`src/rtl/sha3_rr_arbiter.sv`:
```
// sha3_rr_arbiter: message-granular two-way round-robin arbiter in front of one SHA3-256 core.
//   clk, rst_n                  : system clock, asynchronous active-low reset
//   reqN_in_data/valid/done     : message words and end-of-message marker from requester N
//   reqN_in_ready               : word/done accepted from requester N (only while it owns the core)
//   reqN_out_data/valid/ready   : digest words towards requester N
//   core_in_* / core_out_*      : word interfaces of the shared core
//   grant                       : one-hot owner, 00 when idle
//   busy                        : arbiter is not idle
//   msg_count                   : completed messages, wraps
module sha3_rr_arbiter #(
    parameter int DATA_W       = 32,
    parameter int DIGEST_WORDS = 8
) (
    input  logic              clk,
    input  logic              rst_n,
    input  logic [DATA_W-1:0] req0_in_data,
    input  logic              req0_in_valid,
    input  logic              req0_in_done,
    output logic              req0_in_ready,
    input  logic [DATA_W-1:0] req1_in_data,
    input  logic              req1_in_valid,
    input  logic              req1_in_done,
    output logic              req1_in_ready,
    output logic [DATA_W-1:0] req0_out_data,
    output logic              req0_out_valid,
    input  logic              req0_out_ready,
    output logic [DATA_W-1:0] req1_out_data,
    output logic              req1_out_valid,
    input  logic              req1_out_ready,
    output logic [DATA_W-1:0] core_in_data,
    output logic              core_in_valid,
    output logic              core_in_done,
    input  logic              core_in_ready,
    input  logic [DATA_W-1:0] core_out_data,
    input  logic              core_out_valid,
    output logic              core_out_ready,
    output logic [1:0]        grant,
    output logic              busy,
    output logic [15:0]       msg_count
);
    localparam int CW = $clog2(DIGEST_WORDS) + 1;

    typedef enum logic [1:0] {IDLE, ABSORB, SQUEEZE} state_t;

    state_t        state;
    logic          last;
    logic [CW-1:0] beat;
    logic          r0;
    logic          r1;
    logic          absorb;
    logic          squeeze;
    logic          sel;

    assign r0      = req0_in_valid | req0_in_done;
    assign r1      = req1_in_valid | req1_in_done;
    assign absorb  = state == ABSORB;
    assign squeeze = state == SQUEEZE;
    assign sel     = grant[1];
    assign busy    = state != IDLE;

    always_ff @(posedge clk or negedge rst_n) begin
        if (!rst_n) begin
            state     <= IDLE;
            grant     <= 2'b00;
            last      <= 1'b1;
            beat      <= '0;
            msg_count <= '0;
        end else begin
            case (state)
                IDLE:
                    if (r0 | r1) begin
                        state <= ABSORB;
                        // on a tie, requester 0 wins only if requester 1 owned the core last
                        if (r0 & (!r1 | last)) begin
                            grant <= 2'b01;
                            last  <= 1'b0;
                        end else begin
                            grant <= 2'b10;
                            last  <= 1'b1;
                        end
                    end
                ABSORB:
                    if (core_in_done & core_in_ready) begin
                        state <= SQUEEZE;
                        beat  <= '0;
                    end
                SQUEEZE:
                    if (core_out_valid & core_out_ready) begin
                        if (beat == CW'(DIGEST_WORDS - 1)) begin
                            state     <= IDLE;
                            grant     <= 2'b00;
                            beat      <= '0;
                            msg_count <= msg_count + 16'd1;
                        end else begin
                            beat <= beat + 1'b1;
                        end
                    end
                default: state <= IDLE;
            endcase
        end
    end

    // routing is purely combinational on registered state/grant: no added pipeline stage
    always_comb begin
        core_in_data   = absorb ? (sel ? req1_in_data : req0_in_data) : '0;
        core_in_valid  = absorb & (sel ? req1_in_valid : req0_in_valid);
        core_in_done   = absorb & (sel ? req1_in_done : req0_in_done);
        req0_in_ready  = absorb & grant[0] & core_in_ready;
        req1_in_ready  = absorb & grant[1] & core_in_ready;
        // core output is held off (not dropped) outside SQUEEZE
        core_out_ready = squeeze & (sel ? req1_out_ready : req0_out_ready);
        req0_out_valid = squeeze & grant[0] & core_out_valid;
        req1_out_valid = squeeze & grant[1] & core_out_valid;
        req0_out_data  = (squeeze & grant[0]) ? core_out_data : '0;
        req1_out_data  = (squeeze & grant[1]) ? core_out_data : '0;
    end
endmodule

```
`config.mk`:
```
export PLATFORM = sky130hd
export DESIGN_NAME = sha3_rr_arbiter
export DESIGN_NICKNAME = d
export VERILOG_FILES = /design/src/rtl/sha3_rr_arbiter.sv
export SDC_FILE = /design/constraint.sdc
export NUM_CORES = 1
export LEC_CHECK = 0
export ABC_CLOCK_PERIOD_IN_PS = 1630
export CAP_MARGIN = 5
export CORE_MARGIN = 2
export CORE_UTILIZATION = 26
export CTS_CLUSTER_SIZE = 28
export DETAILED_ROUTE_END_ITERATION = 6
export PLACE_DENSITY = 0.77
export REMOVE_ABC_BUFFERS = 1
export SETUP_SLACK_MARGIN = 0.05
export SYNTH_ARGS = -nofsm -noshare
export SYNTH_HDL_FRONTEND = slang
export SYNTH_SLANG_ARGS = --single-unit
```
`constraint.sdc`:
```
create_clock -name clk -period 1.63 [get_ports clk]
set_clock_uncertainty 0.15 [all_clocks]
set_input_delay 0.326 -clock clk [delete_from_list [all_inputs] [get_ports clk]]
set_output_delay 0.326 -clock clk [all_outputs]
set_load 0.02 [all_outputs]
```
# Word level (Yosys, flattened, before mapping)
# Cells that the tools add are included.
# word_totals
ff_bits,25
input_bits,106
# classes
bitwise_logic,18
muxes,20
n_reduce_logical,10
add_sub_neg,2
n_eq_ne,7
# op_table
operator,count
$mux 32,4
$add 16x1->16 const B,1
$and 1x1->1,14
$mux 2,6
$mux 4,3
$pmux 4 s2,1
$reduce_and 4->1,2
$ne 2x1->1 const B,3
$pmux 2 s3,1
$reduce_and 3->1,2
$reduce_bool 2->1,3
$add 4x1->4 const B,1
$eq 4x3->1 const B,1
$mux 1,4
$or 1x1->1,4
$pmux 2 s2,1
$eq 2x1->1 const B,1
$eq 2x2->1 const B,1
$logic_not 2->1,1
$ne 2x2->1 const B,1
$reduce_and 2->1,1
$logic_not 1->1,1

# Depth between registers and ports, before layout
# logic_depth
ltp_word,7
depth_mapped,5
mapped_depth_nobuf,5

# Least setup slack after synthesis
# OpenSTA, ideal clock, no wires.
# synth_path
path_type,register to output
start,register grant[1]
end,output port req1_out_data[10]
path_stages_with_launch,5
required_time_ns,1.154
arrival_time_ns,1.556
setup_slack_ns,-0.402
cell_sequence,dfrtp_1 -> buf_4 -> clkbuf_1 -> clkbuf_1 -> and3_1
# synth_between
elab_chain_len,2
# synth_lines
element,line,text
start: declaration,37,"output logic [1:0] grant,"
start signal: assignment,64,grant <= 2'b00;
start signal: assignment,75,grant <= 2'b01;
start signal: assignment,78,grant <= 2'b10;
$and 1x1->1,115,req1_out_data = (squeeze & grant[1]) ? core_out_data : '0;
$mux 32,115,
end: declaration,27,"output logic [DATA_W-1:0] req1_out_data,"
# No other way between the ends.

# Final worst setup path
# layout_path
start,register grant[1]
end,register msg_count[14]
# layout_between
elab_chain_len,4
# layout_lines
element,line,text
$mux 1,111,core_out_ready = squeeze & (sel ? req1_out_ready : req0_out_ready);
$and 1x1->1,111,
$and 1x1->1,88,if (core_out_valid & core_out_ready) begin
$reduce_and 3->1 (no line),--,
end signal: assignment,93,msg_count <= msg_count + 16'd1;
end: declaration,39,output logic [15:0] msg_count
# No other way between the ends.
# A chain may end at the register's enable or synchronous reset.

==> run_results.csv <==
group,metric,value,unit
run_status,status,"finished, violations left",
run_status,violations,"negative setup slack",
timing,fin_ws,-0.433,ns
worst_setup_path,path_max_fanout,8,
synth,yosysTopAreaCell,"dfrtp_1",
timing,final.min_clock_period,2.06,ns
clock_network,clock_latency,0.28,ns
die,io_pins,228,
clock_network,cts_buffers,3,
final_layout,nets,655,
final_layout,n_fill_cell,585,
placement,globalplace.congestion,0.836,
timing,worst_slew_pin_slew,0.435,ns
worst_setup_path,reg2regPathDepth,7,
synth,synthFlopType,"dfrtp_1",
final_layout,multi_input_area,1870,µm²
die,die-area,9180,µm²
route,vias,3241,
final_layout,area_delta_synth_final,160,%
pwr,irDropWorstVdd,0.775,mV
global_route,grtUsageTotal,0.222,
worst_setup_path,worst-setup-path-type,"register to register",
route,wl_per_cell,18.6,µm
pwr,power_density,1210,nW/µm²
synth,syn-mean-instance-area,8.21,µm²
die,die_w,95.8,µm
final_layout,regArea,633,µm²
worst_setup_path,critPathArrivalTime,2.11,ns
clock_network,cts.sinks,25,
global_route,grt_pass1_wl,15.8,mm
synth,synth_top_area_frac,0.274,
placement,io_buffers,227,
route,drc,0,
synth,synthCells,267,
die,core-area,8180,µm²
worst_hold_path,min_path_type,"primary input to asynchronous set/reset pin",
worst_setup_path,cp_data_required_time,1.67,ns
synth,synthTopCellsByArea,"dfrtp_1 27%, and3_1 19%, mux2i_1 15%",
synth,synthDistinctLibCells,38,
global_route,grt_pass1_vias,3037,
synth,ys_warn_count,0,
die,initial_core_util,0.268,
timing,rsz0062_at_grt,"true",
die,num_rows,33,
route,ant_nets,0,
route,wl,12.1,mm
global_route,grt_overflow,0,
global_route,grt_start_max_net_pins,34,
worst_setup_path,cp-end-kind,"register",
route,drt_first_pass_iters,4,
flow_run,cap_violations,0,
synth,syn-cell-area,2190,µm²
pwr,p_total,6900,µW
placement,hpwl,8.10,mm
global_route,antenna_found_initial,0,
timing,slew_violations,0,
worst_setup_path,critPathLaunchType,"register",
timing,fmaxAchievable,0.485,GHz
synth,yosysSeqAreaShare,0.286,
route,viasPerCell,4.98,
synth,synth.ff_latch_count,25,
timing,finalCritPeriodShare,1.27,
timing,max_slew_margin,0.709,
clock_network,cts.path.max_buffers,2,
pwr,leakage,0.00287,µW
clock_network,hold_buffers,0,
synth,synth-edff-count,0,
route,drt_iter0_drc,124,
synth,ys_async_sr_fraction,1.00,
clock_network,path_clk_slew,0.10,ns
timing,hold_viol_final,0,
final_layout,drive_gt1_frac,0.473,
clock_network,cts_tree,"done",
clock_network,root_buffer,"clkbuf_8",
timing,holdWs,0.261,ns
final_layout,n_antenna_cell,0,
timing,setup-violations-final,128,
clock_network,htreeDepth,1,
synth,synthTopCellsByCount,"68 x and3_1, 40 x nor2_1, 33 x mux2i_1",
die,die_h,95.8,µm
synth,yosysMostFrequentCell,"and3_1",
-- worst max-delay path, cell delays in order (launching register included) --
cell	delay, ns
dfrtp_4	0.58
buf_12	0.17
mux2i_4	0.18
buf_6	0.14
nor4b_4	0.22
buf_6	0.18
nand4_1	0.11
xnor2_1	0.23
-- power breakdown --
part	total, µW	internal, µW	switching [µW]	leakage (µW)
sequential	836	714	122	0.000334
combinational	5660	2980	2680	0.00251
clock	401	174	226	0.0000217
total	6900	3870	3030	0.00287
-- cell usage in the layout, fill, tap and decap left out, types with 4 or more instances in the layout --
cell type	synthesis	final
nand4_1	4	4
mux2i_1	33	31
clkdlybuf4s50_1	0	105
dfrtp_1	24	21
xnor2_1	13	7
xnor2_2	0	6
nand3_4	0	4
nor2_1	40	38
buf_6	0	62
and3_4	0	34
buf_2	2	5
buf_12	0	10
dlygate4sd2_1	0	13
nand2_1	15	10
and3_1	68	34
clkbuf_16	0	5
buf_4	1	88
-- layout make-up --
cell class	count	area share
Inverter	1	0.000659
Clock buffer	3	0.00724
Multi-Input combinational cell	219	0.327
Clock inverter	1	0.00132
Sequential cell	25	0.111
Timing Repair Buffer	297	0.529
Tap cell	105	0.0231
-- stage by stage --
stage | worst slack, ns | setup TNS [ns] | cell area, µm² | std cells | util
2_1_floorplan | -1.51 | -156.62 | 2100 | 245 | -
3_3_place_gp | -0.604 | -54.70 | 4820 | 608 | 0.589
3_5_place_dp | -0.613 | -57.63 | 4820 | 608 | 0.589
4_1_cts | -0.431 | -37.74 | 4910 | 622 | 0.600
5_1_grt | -0.509 | -52.39 | 5700 | 651 | 0.697
6_report | -0.433 | -44.50 | 5700 | 651 | 0.697
-- per-layer routing --
metal	vias to the layer above	GRT usage	share of wire
met2	173	0.413	0.53
met4	0	0.0667	0.032
met3	31	0.0681	0.092
met5	-	0	0
met1	1522	0.239	0.35
li1	1515	-	-
-- logic make-up (layout without fill, tap and decap cells) --
family | after synthesis | in the layout | share of synthesized area
simple gates | 155 | 155 | 0.394
mux | 36 | 36 | 0.171
flops | 25 | 25 | 0.286
buf+inv | 23 | 302 | 0.0422
xor+xnor | 15 | 15 | 0.0599
compound gates | 11 | 11 | 0.0354
fa+ha+maj | 2 | 2 | 0.0114
-- sequential cells by signal (all words and copies together), names as in the netlist --
register,cells
msg_count,16
beat,4
grant,2
state,2
last,1
-- repair_timing --
| action | CTS | global route |
|---|---|---|
| resized for setup | 535 | 161 |
| gates cloned | 4 | 6 |
| setup buffers | 6 | 27 |
| hold endpoints to repair | 0 | 0 |
| pin swaps | 4 | 54 |
| endpoints found under the setup margin | 145 | 133 |
-- path summary, 6_finish.rpt --
| path | startpoint | end | slack [ns] |
|---|---|---|---|
| max | grant[1] | msg_count[14] | -0.43 |
| min | rst_n | msg_count[3] | 0.26 |
| max reg2reg | grant[1] | msg_count[14] | -0.43 |
| min reg2reg | last | last | 0.34 |
| max in group asynchronous | rst_n | last | 0.84 |
| min in group clk | last | last | 0.34 |
Power figures use the tool's default switching activity.
